File: src/rtl/bp_be_late_wb_arbiter.sv
// Late-writeback arbiter: one-entry buffer per long-latency producer, round-robin onto the scheduler's late_wb slot.
// Optional statistics port is enabled with the BP_BE_LATE_WB_STATS_EN macro.
module bp_be_late_wb_arbiter #(
  parameter int num_req_p      = 3,
  parameter int wb_pkt_width_p = 128,
  parameter int starve_limit_p = 16
) (
  input  logic                                clk_i,
  input  logic                                reset_n_i,
  input  logic [num_req_p-1:0]                req_v_i,
  input  logic [num_req_p*wb_pkt_width_p-1:0] req_pkt_i,
  output logic [num_req_p-1:0]                req_ready_and_o,
  output logic                                late_wb_v_o,
  output logic [wb_pkt_width_p-1:0]           late_wb_pkt_o,
  output logic                                late_wb_force_o,
  input  logic                                late_wb_yumi_i,
  output logic                                busy_o
`ifdef BP_BE_LATE_WB_STATS_EN
  ,
  output logic [3*32-1:0]                     stats_o
`endif
);

  localparam int idx_w = $clog2(num_req_p);

  typedef enum logic {e_idle, e_present} state_e;

  state_e                    state_reg;
  logic [idx_w-1:0]          grant_reg;
  logic [idx_w-1:0]          rr_reg;
  logic [idx_w-1:0]          rr_next;
  logic [7:0]                starve_reg;
  logic [7:0]                starve_inc;
  logic                      force_reg;
  logic                      ready_en_reg;
  logic [num_req_p-1:0]      full_reg;
  logic [num_req_p-1:0]      full_next;
  logic [num_req_p-1:0]      enq;
  logic [num_req_p-1:0]      release_vec;
  logic [wb_pkt_width_p-1:0] buf_reg [num_req_p];
  logic                      yumi_fire;
  logic                      pick_found;
  logic [idx_w-1:0]          pick_idx;

  // Yumi only counts while something is actually presented.
  assign yumi_fire = late_wb_yumi_i & (state_reg == e_present);

  for (genvar gi = 0; gi < num_req_p; gi++) begin : g_req
    assign release_vec[gi]     = yumi_fire & (grant_reg == idx_w'(gi));
    assign req_ready_and_o[gi] = ready_en_reg & (~full_reg[gi] | release_vec[gi]);
    assign enq[gi]             = req_v_i[gi] & req_ready_and_o[gi];
    assign full_next[gi]       = enq[gi] | (full_reg[gi] & ~release_vec[gi]);
  end

  always_ff @(posedge clk_i) begin
    for (int i = 0; i < num_req_p; i++) begin
      if (enq[i]) begin
        buf_reg[i] <= req_pkt_i[i*wb_pkt_width_p +: wb_pkt_width_p];
      end
    end
  end

  assign rr_next = !yumi_fire ? rr_reg
                 : (grant_reg == idx_w'(num_req_p - 1)) ? '0
                 : grant_reg + 1'b1;

  // Search the post-edge occupancy so same-cycle enqueues and refills are visible without a bubble.
  always_comb begin
    int cand;
    cand       = 0;
    pick_found = 1'b0;
    pick_idx   = '0;
    for (int k = 0; k < num_req_p; k++) begin
      cand = int'(rr_next) + k;
      if (cand >= num_req_p) begin
        cand = cand - num_req_p;
      end
      if (!pick_found && full_next[cand[idx_w-1:0]]) begin
        pick_found = 1'b1;
        pick_idx   = cand[idx_w-1:0];
      end
    end
  end

  assign starve_inc = (starve_reg < 8'(starve_limit_p)) ? starve_reg + 8'd1 : starve_reg;

  always_ff @(posedge clk_i) begin
    if (!reset_n_i) begin
      state_reg    <= e_idle;
      grant_reg    <= '0;
      rr_reg       <= '0;
      starve_reg   <= '0;
      force_reg    <= 1'b0;
      full_reg     <= '0;
      ready_en_reg <= 1'b0;
    end else begin
      full_reg     <= full_next;
      ready_en_reg <= 1'b1;
      rr_reg       <= rr_next;
      case (state_reg)
        e_idle: begin
          starve_reg <= '0;
          force_reg  <= 1'b0;
          if (pick_found) begin
            state_reg <= e_present;
            grant_reg <= pick_idx;
          end
        end
        e_present: begin
          if (yumi_fire) begin
            starve_reg <= '0;
            force_reg  <= 1'b0;
            if (pick_found) begin
              grant_reg <= pick_idx;
            end else begin
              state_reg <= e_idle;
            end
          end else begin
            starve_reg <= starve_inc;
            force_reg  <= (starve_inc == 8'(starve_limit_p));
          end
        end
        default: state_reg <= e_idle;
      endcase
    end
  end

  assign late_wb_v_o     = (state_reg == e_present);
  assign late_wb_pkt_o   = buf_reg[grant_reg];
  assign late_wb_force_o = force_reg;
  assign busy_o          = |full_reg;

`ifdef BP_BE_LATE_WB_STATS_EN
  logic [31:0] grants_reg;
  logic [31:0] force_cyc_reg;
  logic [31:0] starve_max_reg;
  logic [31:0] wait_reg;

  // wait_reg is an unclamped copy of the starvation count so the worst wait is recorded past the force limit.
  always_ff @(posedge clk_i) begin
    if (!reset_n_i) begin
      grants_reg     <= '0;
      force_cyc_reg  <= '0;
      starve_max_reg <= '0;
      wait_reg       <= '0;
    end else begin
      if (yumi_fire) begin
        if (grants_reg != '1) begin
          grants_reg <= grants_reg + 32'd1;
        end
        if (wait_reg > starve_max_reg) begin
          starve_max_reg <= wait_reg;
        end
        wait_reg <= '0;
      end else if (state_reg == e_present) begin
        if (wait_reg != '1) begin
          wait_reg <= wait_reg + 32'd1;
        end
      end else begin
        wait_reg <= '0;
      end
      if (force_reg && (force_cyc_reg != '1)) begin
        force_cyc_reg <= force_cyc_reg + 32'd1;
      end
    end
  end

  assign stats_o = {grants_reg, force_cyc_reg, starve_max_reg};
`endif

`ifndef SYNTHESIS
  logic                      hold_reg;
  logic [wb_pkt_width_p-1:0] pkt_prev_reg;

  always_ff @(posedge clk_i) begin
    hold_reg     <= reset_n_i & late_wb_v_o & ~late_wb_yumi_i;
    pkt_prev_reg <= late_wb_pkt_o;
    if (reset_n_i) begin
      assert (!late_wb_yumi_i || late_wb_v_o);
      assert (!hold_reg || (late_wb_pkt_o == pkt_prev_reg));
      assert ((enq & full_reg & ~release_vec) == '0);
    end
  end
`endif

endmodule

File: config.mk
export PLATFORM = sky130hd
export DESIGN_NAME = bp_be_late_wb_arbiter
export DESIGN_NICKNAME = d
export VERILOG_FILES = /design/src/rtl/bp_be_late_wb_arbiter.sv
export SDC_FILE = /design/constraint.sdc
export NUM_CORES = 1
export LEC_CHECK = 0
export ABC_AREA = 1
export CAP_MARGIN = 25
export CORE_AREA = 2 2 201 203
export CTS_CLUSTER_DIAMETER = 40
export DETAILED_ROUTE_END_ITERATION = 12
export DIE_AREA = 0 0 203 205
export GPL_TIMING_DRIVEN = 0
export PLACE_DENSITY = 0.71
export SLEW_MARGIN = 20
export SYNTH_ARGS = -nofsm -noshare
export SYNTH_HDL_FRONTEND = slang
export SYNTH_SLANG_ARGS = --single-unit
File: constraint.sdc
create_clock -name clk_i -period 12.3 [get_ports clk_i]
set_input_delay 3.075 -clock clk_i [delete_from_list [all_inputs] [get_ports clk_i]]
set_output_delay 3.075 -clock clk_i [all_outputs]
set_load 0.005 [all_outputs]
Word-level counts from Yosys, hierarchy flattened
Memories as Yosys holds them, arrays and structs flattened. A register that Yosys moved wholly into a read port is not among the register bits.
Cells that the tools add are included.
{ "totals": {"reg_bits": 18, "ramBits": 384, "inputBits": 390, "output_inout_bits": 134, "wordCells": 95, "mem_count": 1} }
{ "op_classes": {"add_sub_neg": 7, "order_cmp": 7, "n_eq_ne": 4, "n_mux": 37, "bitwise": 26, "n_reduce_logical": 6} }
{ "memory_table": {"columns": ["name", "words", "word_bits", "read_ports", "rd_ports_with_merged_regs", "write_ports", "line", "text"], "rows": [
  ["buf_reg", 3, 128, 1, 1, 3, "40", "logic [wb_pkt_width_p-1:0] buf_reg [num_req_p];"]
]} }
{ "op_table": {"columns": ["operator", "count"], "rows": [
  ["2-bit two-way mux", 12],
  ["1-bit two-way mux", 16],
  ["8-bit two-way mux", 2],
  ["8-bit case mux with 2 select lines", 1],
  ["1-bit bitwise AND", 13],
  ["2-bit by 3-bit less-than comparator with 1-bit output, second input constant", 3],
  ["8-bit by 1-bit adder with 8-bit output, second input constant", 1],
  ["8-bit by 5-bit equality test with 1-bit output, second input constant", 1],
  ["8-bit by 5-bit less-than comparator with 1-bit output, second input constant", 1],
  ["1-bit inverter", 7],
  ["1-bit binary-select mux with 2-bit select", 3],
  ["3-bit by 2-bit >= comparator with 1-bit output, second input constant", 2],
  ["1-bit OR", 6],
  ["2-bit subtractor, second input constant", 3],
  ["1-bit case mux with 2 select lines", 2],
  ["2-bit case mux with 2 select lines", 1],
  ["2-bit by 1-bit adder with 3-bit output, second input constant", 1],
  ["2-bit by 2-bit adder with 3-bit output, second input constant", 1],
  ["3-bit OR reduction", 1],
  ["2-bit by 1-bit adder with 2-bit output, second input constant", 1],
  ["2-bit by 1-bit equality test with 1-bit output, second input constant", 1],
  ["2-bit equality test, second input constant", 1],
  ["2-bit >= comparator, second input constant", 1],
  ["1-bit logical AND", 2],
  ["3 further kinds", 4]
]} }

Logic depth before layout (Yosys ltp)
Gate-level depths: netlist (run 1).
{ "depth": {"ltp_word": 20, "ltp_mapped": 16, "depth_no_buf": 16} }

Worst setup path before layout (run 1)
Ideal clock, no wire load.
{ "synth_path": {"path_type": "input-to-reg", "startpoint": "in late_wb_yumi_i", "endpoint": "mem buf_reg[1][0] (enable)", "setup_time_ns": 0.773, "arrival_ns": 12.018, "required_time_ns": 11.527, "path_slack_ns": -0.491, "path_stages": 6, "n_path_buf": 0, "cell_sequence": "nand2_2 -> inv_2 -> nand2_2 -> nand2_4 -> inv_1 -> nor3_1"} }
{ "synth_rtl": {"columns": ["element", "line", "text"], "rows": [
  ["start, declared", "16", "input logic late_wb_yumi_i,"],
  ["end, declared", "40", null]
]} }

Worst setup path in the final report (run 1)
{ "layout_path": {"startpoint": "in late_wb_yumi_i", "endpoint": "out req_ready_and_o[2]"} }
{ "layout_between": {"elab_chain_cells": 4} }
{ "layout_lines": {"columns": ["element", "line", "text"], "rows": [
  ["1-bit bitwise AND", "46", "assign yumi_fire = late_wb_yumi_i & (state_reg == e_present);"],
  ["1-bit bitwise AND", "49", "assign release_vec[gi] = yumi_fire & (grant_reg == idx_w'(gi));"],
  ["1-bit OR", "50", "assign req_ready_and_o[gi] = ready_en_reg & (~full_reg[gi] | release_vec[gi]);"],
  ["1-bit bitwise AND", "50", null],
  ["end, declared", "12", "output logic [num_req_p-1:0] req_ready_and_o,"]
]} }
No other way between the ends.

==> run metrics, run 1 <==
First-pass DRT Iterations 5; initial antenna violation count 10; largest net degree at the start of global routing 17; maximum root-to-sink buffer count 3; Syn Area/Cell 13.7 sq um; Clock Sinks 404; Netlist cell types 30; post-synth top area cell edfxtp_1; min-delay src starve_reg[6]; worst vdd ir 123 uV; commonest non-fill, non-tap cell in the layout clkdlybuf4s50_1; FF-to-FF setup slack approximately 9.8 ns; final-stage net count 2110; # hold bufs at CTS 0; vias per inst 4.90; placer congestion estimate a little under 0.9; fraction of registers with async set/reset 0; Worst setup SP type primary input; reg-to-reg critical path endpoint buf_reg[0][93]; TritonCTS buffer count 57; Final period util 0.624; Core Area 39400 sq um; Ports 524; vias after detailed routing 11200; later-pin clock latency in the skew report 0.59 ns; fin crit period 7.67 ns; sequential area share after synthesis 0.790; synthesized area between 15000 and 20000 sq um; Req. time, crit path 9.22 ns; max reg flops 384; Critical R2R Launch late_wb_v_o; die footprint 41600 sq um; power consumption 0.00451 W; Die W 203 um; CP Class in2out; Hold WS 0.425 ns; final WL 48400 um; hold path cells 2; LEAKAGE 8.50 nW; Worst setup EP type primary output; Clk Tree Root Cell clkbuf_16; R2R depth 12; RSZ-0062 raised after global routing false; Initial DRC Count 698; Synth Instances around 1100; setup TNS 0 ns; CTS-repair resized insts 0; vias in the first global route 11800; Hold Path Sink starve_reg[6]; Worst Skew 0.0198 ns; syn_nets 1497; Vert. Die Dim 205 um; Max Slew Vio Count 0; worst-margin pin slew 0.973 ns; FF+latch count, synth 404; critical path arrival between 4 and 5 ns; Synth Warn # 0; IO buf count ~520; Initial Utilization 0.383; CTS tree yes; Crit Path Max Fanout 3; fmax around 130 MHz; EDFF count, synth 384; Post-DRT Antenna Nets 0; first-pass GRT wire length 70100 um; total grt overflow 0; Synth top area share 0.764; Max Cap Violations 0; gr usage total 0.227; WL/cell around 21 um; status finished clean; ys flop type edfxtp_1; Final setup viols 0; Area Growth Syn to Fin 55.2%; Worst slew margin 0.352; Worst-path clk slew 0.05 ns; HP Class reg2reg; fillers 3029; layout cells sized above 1 0.0863; DR DRC count 0; post-CTS setup buffer count 0; Final Hold Viols 0; synth top area cells edfxtp_1, a21oi_1, nand2_1; row cnt 73; Detailed Place HPWL 35900 um; H-tree Lvls 2; commonest non-fill, non-tap cells in the layout clkdlybuf4s50_1, edfxtp_1, a21oi_1; Pwr Density 193 nW/um^2
report_power, final:
part	total [W]	internal, W	leakage [nW]	switching (W)
Combinational	0.00127	0.000620	3.84	0.000650
Clock	0.00163	0.00101	0.920	0.000620
Sequential	0.00162	0.00159	3.74	0.0000230
Total	0.00451	0.00322	8.50	0.00129
worst max-delay path by stage:
stage	slack (ns)	start	to	cells after the start
after floorplan	3.46	late_wb_yumi_i	buf_reg[1][0]	6
after global placement	-0.51	late_wb_yumi_i	buf_reg[0][91]	7
after detailed placement	4.62	late_wb_yumi_i	req_ready_and_o[2]	8
after CTS	4.62	late_wb_yumi_i	req_ready_and_o[2]	8
after global routing	4.53	late_wb_yumi_i	req_ready_and_o[0]	8
final	4.63	late_wb_yumi_i	req_ready_and_o[2]	8
logic make-up (layout without fill, tap and decap cells):
kind of cell | count (synthesis) | count (layout) | share of synthesized area
simple gates | 331 | 331 | 0.0892
mux | 1 | 1 | 0.000663
buf+inv | 92 | 752 | 0.0235
other cells | 0 | 6 | 0
flops | 404 | 404 | 0.790
compound gates | 266 | 266 | 0.0905
xor+xnor | 3 | 3 | 0.00174
fa+ha+maj | 5 | 5 | 0.00414
cell type report:
class	count	area, sq um	share of cell area
inverter	35	131	0.00561
timing repair buffer	554	5700	0.243
sequential	404	11900	0.509
buffer	57	223	0.00950
antenna	6	15.0	0.000641
tap	525	657	0.0280
clock inverter	42	475	0.0203
clock buffer	64	1450	0.0620
multi-input combinational	606	2850	0.121
through the flow:
stage          cell area [sq um]  setup WS (ns)  instances   util
6_report                   23400           4.63       2293  0.595
2_1_floorplan              15100           3.46       1102      -
4_1_cts                    23400           4.62       2287  0.595
3_3_place_gp               21000         -0.509       2150  0.534
5_1_grt                    23400           4.53       2293  0.595
3_5_place_dp               21500           4.62       2181  0.546
critical path: stages:
cell and delay [ns]:
clkdlybuf4s50_1 0.49, nand2_2 0.08, inv_2 0.08, nand2_1 0.07, nand2_2 0.09, inv_1 0.08, nor2_1 0.10, clkdlybuf4s50_1 0.52
cells in the mapped netlist, drive strengths merged (2+ instances only):
master	count
nand4	2
nand3	10
edfxtp	384
clkbuf	49
xor2	3
buf	8
nand2	163
o21ai	5
inv	35
ha	5
nor2	150
o211ai	3
a21oi	258
dfxtp	20
nor3	4
metal layers:
layer  vias to the layer above  track usage  part of all wire
met1                      5450        0.260              0.37
met2                       484        0.397              0.51
met5                         -            0            0.0012
li1                       5199            -                 -
met4                         8       0.0957             0.032
met3                        95       0.0652             0.084
(Power assumes the default switching activity.)
==> run 2: changes to the inputs <==
Clock period 12.3 ns to 6.4 ns, I/O delays scaled along.
==> run 2 against run 1 <==
Against the previous run: sequential share of layout area grew 0.56 points; sequential cell count unchanged; die area did not move; combinational power is 91% higher; critical path type is now reg2out; critical path depth is 2 lower; critical endpoint is now late_wb_pkt_o[49]; cell count is 0.78% lower.
==> run metrics, run 2 (synthesis gave the netlist of run 1 again) <==
status finished clean (unchanged); Ports 524 (unchanged); Hold WS 0.428 ns (was 0.425 ns); first-pass GRT wire length 71900 um (was 70100 um); Area Growth Syn to Fin 53.5% (was 55.2%); die footprint 41600 sq um (unchanged); First-pass DRT Iterations 5 (unchanged); worst-margin pin slew 0.921 ns (was 0.973 ns); min-delay src starve_reg[6] (unchanged); layout cells sized above 1 0.0812 (was 0.0863); Vert. Die Dim 205 um (unchanged); Final setup viols 0 (unchanged); Worst slew margin 0.386 (was 0.352); slowest stage cell, crit path clkbuf_1 (was clkdlybuf4s50_1); gr usage total 0.234 (was 0.227); Final period util 0.759; R2R depth 11 (was 12); final-stage net count 2103 (was 2110); crit-path cells inv_1 > clkbuf_1 > clkbuf_1 > nand2_1 > a21oi_1 > clkdlybuf4s50_1 (was clkdlybuf4s50_1 > nand2_2 > inv_2 > nand2_1 > nand2_2 > inv_1 > nor2_1 > clkdlybuf4s50_1); TritonCTS buffer count 50 (was 57); CTS-repair resized insts 0 (unchanged); reg-to-reg critical path endpoint buf_reg[1][46] (was buf_reg[0][93]); max reg flops 384 (unchanged); cell repeated most along the worst path clkbuf_1; WL/cell 21.7 um (was 21.1 um); setup TNS 0 ns (unchanged); Worst Skew 0.0203 ns (was 0.0198 ns); worst vdd ir 230 uV (was 123 uV); Worst setup EP type primary output (unchanged); Non-Filler Instances 2275 (was 2293); Crit Path Max Fanout 10 (was 3); Max Cap Violations 0 (unchanged); fmax between 200 and 250 MHz; Worst setup SP type register (was primary input); Detailed Place HPWL 36600 um (was 35900 um); placer congestion estimate 0.848 (was 0.875); DR DRC count 0 (unchanged); Initial Utilization 0.383 (unchanged); Critical R2R Launch late_wb_v_o (unchanged); Die W 203 um (unchanged); CP Class reg2out (was in2out); FF-to-FF setup slack 3.84 ns (was 9.75 ns); later-pin clock latency in the skew report 0.58 ns (was 0.59 ns); Worst-path clk slew 0.06 ns (was 0.05 ns); Req. time, crit path 4.80 ns (was 9.22 ns); worst stage delay on the critical path 0.69 ns (was 0.52 ns); hold path cells 2 (unchanged); Core Area 39400 sq um (unchanged); commonest non-fill, non-tap cell in the layout clkdlybuf4s50_1 (unchanged); fillers 3030 (was 3029); # hold bufs at CTS 0 (unchanged); IO buf count 523 (unchanged); Final Hold Viols 0 (unchanged); initial antenna violation count 1 (was 10); vias per inst 4.95 (was 4.90); commonest non-fill, non-tap cells in the layout clkdlybuf4s50_1, edfxtp_1, a21oi_1 (unchanged); HP Class reg2reg (unchanged); Hold Path Sink starve_reg[6] (unchanged); Pwr Density 362 nW/um^2 (was 193 nW/um^2); LEAKAGE 8.38 nW (was 8.50 nW); H-tree Lvls 2 (unchanged); vias after detailed routing 11300 (was 11200); post-CTS setup buffer count 0 (unchanged); row cnt 73 (unchanged); total grt overflow 0 (unchanged); placed insts 2181 (unchanged); final WL 49300 um (was 48400 um); critical path arrival 3.26 ns (was 4.60 ns); vias in the first global route 12000 (was 11800); Post-DRT Antenna Nets 0 (unchanged); fin crit period approximately 5 ns; Initial DRC Count 804 (was 698); largest net degree at the start of global routing 17 (unchanged); RSZ-0062 raised after global routing false (unchanged); CTS tree yes (unchanged); Clk Tree Root Cell clkbuf_16 (unchanged); maximum root-to-sink buffer count 3 (unchanged); Max Slew Vio Count 0 (unchanged); Clock Sinks 404 (unchanged)
run 2: cell count changes in the layout (fill, tap and decap cells not counted), moves of 2 or more:
cell	before	now
diode_2	6	2
clkbuf_16	57	51
clkinv_8	3	1
clkinv_1	7	3
inv_6	6	4
run 2: final cells by class:
type	count	area (sq um)	area share
diodes	2	5.00	0.000216
plain buffers	57	223	0.00961
clock buffers	58	1300	0.0562
clock inverters	34	392	0.0169
inverters	35	131	0.00567
multi-input cells	606	2850	0.123
flip-flops and latches	404	11900	0.515
well taps	525	657	0.0283
repair buffers	554	5690	0.246
run 2: layer usage:
layer,wire length (um),GRT usage,vias up
met1,18000,0.269,5376
met3,4790,0.0708,123
met5,0,0,-
met2,24500,0.402,592
li1,-,-,5180
met4,2010,0.107,0
run 2: stage by stage:
step	instance area [sq um]	total power [W]	utilization	setup WS (ns)
floorplan	15100	0.00412	-	1.01
global placement	21000	0.00554	0.534	-1.66
detailed placement	21500	0.00559	0.546	1.61
CTS	23200	0.00846	0.589	1.39
global route	23200	0.00877	0.589	1.26
finish	23200	0.00839	0.589	1.54
run 2: worst max path at each step:
stage / start / end / slack, ns / cells after the start
final: register / late_wb_pkt_o[49] / 1.54 / 6
after floorplan: late_wb_yumi_i / buf_reg[1][0] / 1.01 / 6
after global placement: late_wb_yumi_i / buf_reg[0][104] / -1.66 / 7
after CTS: register / late_wb_pkt_o[49] / 1.39 / 6
after global routing: register / late_wb_pkt_o[49] / 1.26 / 6
after detailed placement: late_wb_yumi_i / req_ready_and_o[1] / 1.61 / 8
run 2: worst max-delay path: cells and delay by family (launching register included):
kind                   cells  cell delay [ns]
flip-flops                 1             0.32
AO/OA/AOI/OAI              1             0.28
AND/OR/NAND/NOR            1             0.12
buffers and inverters      4             1.95
run 2: power breakdown:
group	switching [W]	internal (W)	leakage, nW	total [W]
Clock	0.00113	0.00172	0.808	0.00285
Combinational	0.00124	0.00119	3.83	0.00243
Sequential	0.0000459	0.00306	3.74	0.00311
==> run 3: changes to the inputs <==
Settings changed: CORE_AREA 2 2 201 203 to 2 2 204 206, DIE_AREA 0 0 203 205 to 0 0 206 208, PLACE_DENSITY 0.71 to 0.67.
Clock period 6.4 ns to 5 ns, I/O delays scaled along.
==> run 3 against run 2 <==
Against the previous run: clock skew down 0.0087 ns; combinational power up 29%; core utilization down 1.6 points; final area up 0.29%; clock power up 29%; die area up 3.0%; critical path depth unchanged; sequential power up 28%; sequential cell count unchanged; routed wire length down 1.3%; worst hold slack about the same; clock-buffer cell count up 4.
==> run metrics, run 3 (synthesis gave the netlist of run 1 again) <==
status finished clean (unchanged); Clk Tree Root Cell clkbuf_16 (unchanged); Max Slew Vio Count 0 (unchanged); largest net degree at the start of global routing 17 (unchanged); crit-path cells inv_1 > clkbuf_1 > clkbuf_1 > nor2_1 > a21oi_1 > clkdlybuf4s50_1 (was inv_1 > clkbuf_1 > clkbuf_1 > nand2_1 > a21oi_1 > clkdlybuf4s50_1); Met1 Wirelength 18100 um (was 18000 um); Non-Filler Instances 2287 (was 2275); Final setup viols 0 (unchanged); maximum root-to-sink buffer count 3 (unchanged); row cnt 74 (was 73); FF-to-FF setup slack 2.38 ns (was 3.84 ns); CTS-repair resized insts 0 (unchanged); RSZ-0062 raised after global routing false (unchanged); Core Area 40600 sq um (was 39400 sq um); WL/cell 21.3 um (was 21.7 um); die footprint 42800 sq um (was 41600 sq um); placer congestion estimate 0.837 (was 0.848); max reg flops 384 (unchanged); First-pass DRT Iterations 7 (was 5); Worst slew margin 0.385 (was 0.386); CP Class reg2out (unchanged); reg-to-reg critical path endpoint buf_reg[0][64] (was buf_reg[1][46]); first-pass GRT wire length 70300 um (was 71900 um); HP Class reg2reg (unchanged); IO buf count 523 (unchanged); final-stage net count 2106 (was 2103); Clock Sinks 404 (unchanged); Worst setup EP type primary output (unchanged); fin crit period 4.41 ns; Initial Utilization 0.372 (was 0.383); LEAKAGE 8.42 nW (was 8.38 nW); vias after detailed routing 11100 (was 11300); Clock power frac 0.342 (was 0.340); Critical path buffers and inverters 4 (unchanged); R2R depth 11 (unchanged); Post-DP Area 21500 sq um (about the same); TritonCTS buffer count 54 (was 50); length of routed met2 wiring 24700 um (was 24500 um); # hold bufs at CTS 0 (unchanged); Worst-path clk slew 0.05 ns (was 0.06 ns); Post-DRT Antenna Nets 0 (unchanged); Ports 524 (unchanged); critical path arrival 3.16 ns (was 3.26 ns); worst vdd ir 283 uV (was 230 uV); vias in the first global route 11600 (was 12000); worst slack, placed 0.947 ns (was 1.61 ns); routed wl met3 4800 um (was 4790 um); Vert. Die Dim 208 um (was 205 um); Worst setup SP type register (unchanged); cell repeated most along the worst path clkbuf_1 (unchanged); fillers 3262 (was 3030); slowest stage cell, crit path clkbuf_1 (unchanged); gr usage total 0.222 (was 0.234); Area Growth Syn to Fin 54.0% (was 53.5%); Logic pwr share 0.290 (about the same); Critical R2R Launch late_wb_v_o (unchanged); Power Internal 0.00769 W (was 0.00597 W); sequential share of power 0.368 (was 0.370); worst-margin pin slew 0.922 ns (was 0.921 ns); vias per inst 4.87 (was 4.95); Crit path max-delay family buffers and inverters (unchanged); Req. time, crit path 3.75 ns (was 4.80 ns); layout cells sized above 1 0.0822 (was 0.0812); Detailed Place HPWL 36400 um (was 36600 um); power consumption 0.0108 W (was 0.00839 W); H-tree Lvls 2 (unchanged); sw frac 0.288 (about the same); Pwr Density 465 nW/um^2 (was 362 nW/um^2); Final Hold Viols 0 (unchanged); Levels on crit path 6 (unchanged); NetSw 0.00311 W (was 0.00242 W); CTS tree yes (unchanged); post-CTS setup buffer count 0 (unchanged); highest routing layer actually used met5 (was met4); commonest non-fill, non-tap cell in the layout clkdlybuf4s50_1 (unchanged); fmax 227 MHz; Final Instance Area 23200 sq um (about the same); setup TNS 0 ns (unchanged); Final WS setup 0.591 ns (was 1.54 ns); final WL 48700 um (was 49300 um); Max Cap Violations 0 (unchanged); initial antenna violation count 7 (was 1); total grt overflow 0 (unchanged); DR DRC count 0 (unchanged); commonest non-fill, non-tap cells in the layout clkdlybuf4s50_1, edfxtp_1, a21oi_1 (unchanged); Final period util 0.882; worst stage delay on the critical path 0.69 ns (about the same); CP Capture Point late_wb_pkt_o[103] (was late_wb_pkt_o[49]); placed insts 2187 (was 2181); Initial DRC Count 666 (was 804); Crit Path Max Fanout 10 (unchanged); Die W 206 um (was 203 um); Worst Skew 0.0116 ns (was 0.0203 ns); later-pin clock latency in the skew report 0.57 ns (was 0.58 ns)
-- run 3: changes by cell type in the layout (fill, tap and decap cells not counted), sizes merged --
cell,before,now
clkinv,15,18
bufinv,6,5
inv,41,43
clkinvlp,7,4
buf,39,38
clkbuf,107,111
diode,2,3
-- run 3: how the worst min path moves through the flow --
stage / start / to / slack, ns / cells past startpoint
2_1_floorplan: starve_reg[6] / starve_reg[6] / 0.41 / 2
3_3_place_gp: starve_reg[6] / starve_reg[6] / 0.42 / 2
3_5_place_dp: starve_reg[7] / starve_reg[7] / 0.42 / 2
4_1_cts: starve_reg[7] / starve_reg[7] / 0.43 / 2
5_1_grt: starve_reg[6] / starve_reg[6] / 0.45 / 2
6_report: starve_reg[7] / starve_reg[7] / 0.43 / 2
-- run 3: routing by layer --
metal  track usage  vias to the layer above
met4        0.0665                        8
met3        0.0735                       76
met1         0.251                     5371
met5             0                        -
met2         0.394                      486
li1              -                     5195
-- run 3: power by group through the flow --
stage	Combinational, W	Sequential (W)	Clock, W
after floorplan	0.00123	0.00405	0
after global placement	0.00307	0.00407	0
after detailed placement	0.00315	0.00404	0
after CTS	0.00318	0.00398	0.00376
after global routing	0.00340	0.00399	0.00389
final	0.00313	0.00398	0.00369
-- run 3: layout make-up --
class	count	area, sq um	share of cell area
clock buffer	62	1380	0.0594
inverter	35	139	0.00597
sequential	404	11900	0.513
antenna	3	7.51	0.000323
multi-input combinational	606	2860	0.123
clock inverter	35	350	0.0151
tap	532	666	0.0286
timing repair buffer	553	5680	0.244
buffer	57	223	0.00958
-- run 3: tightest hold or removal path, stage by stage, from the launching register on --
cell     delay, ns
dfxtp_1       0.31
inv_1         0.05
nor2_1        0.03
-- run 3: per-stage QoR --
step	hold WS, ns	util
CTS	0.428	0.573
finish	0.428	0.573
detailed placement	0.419	0.530
global placement	0.416	0.519
global route	0.454	0.573
floorplan	0.408	-
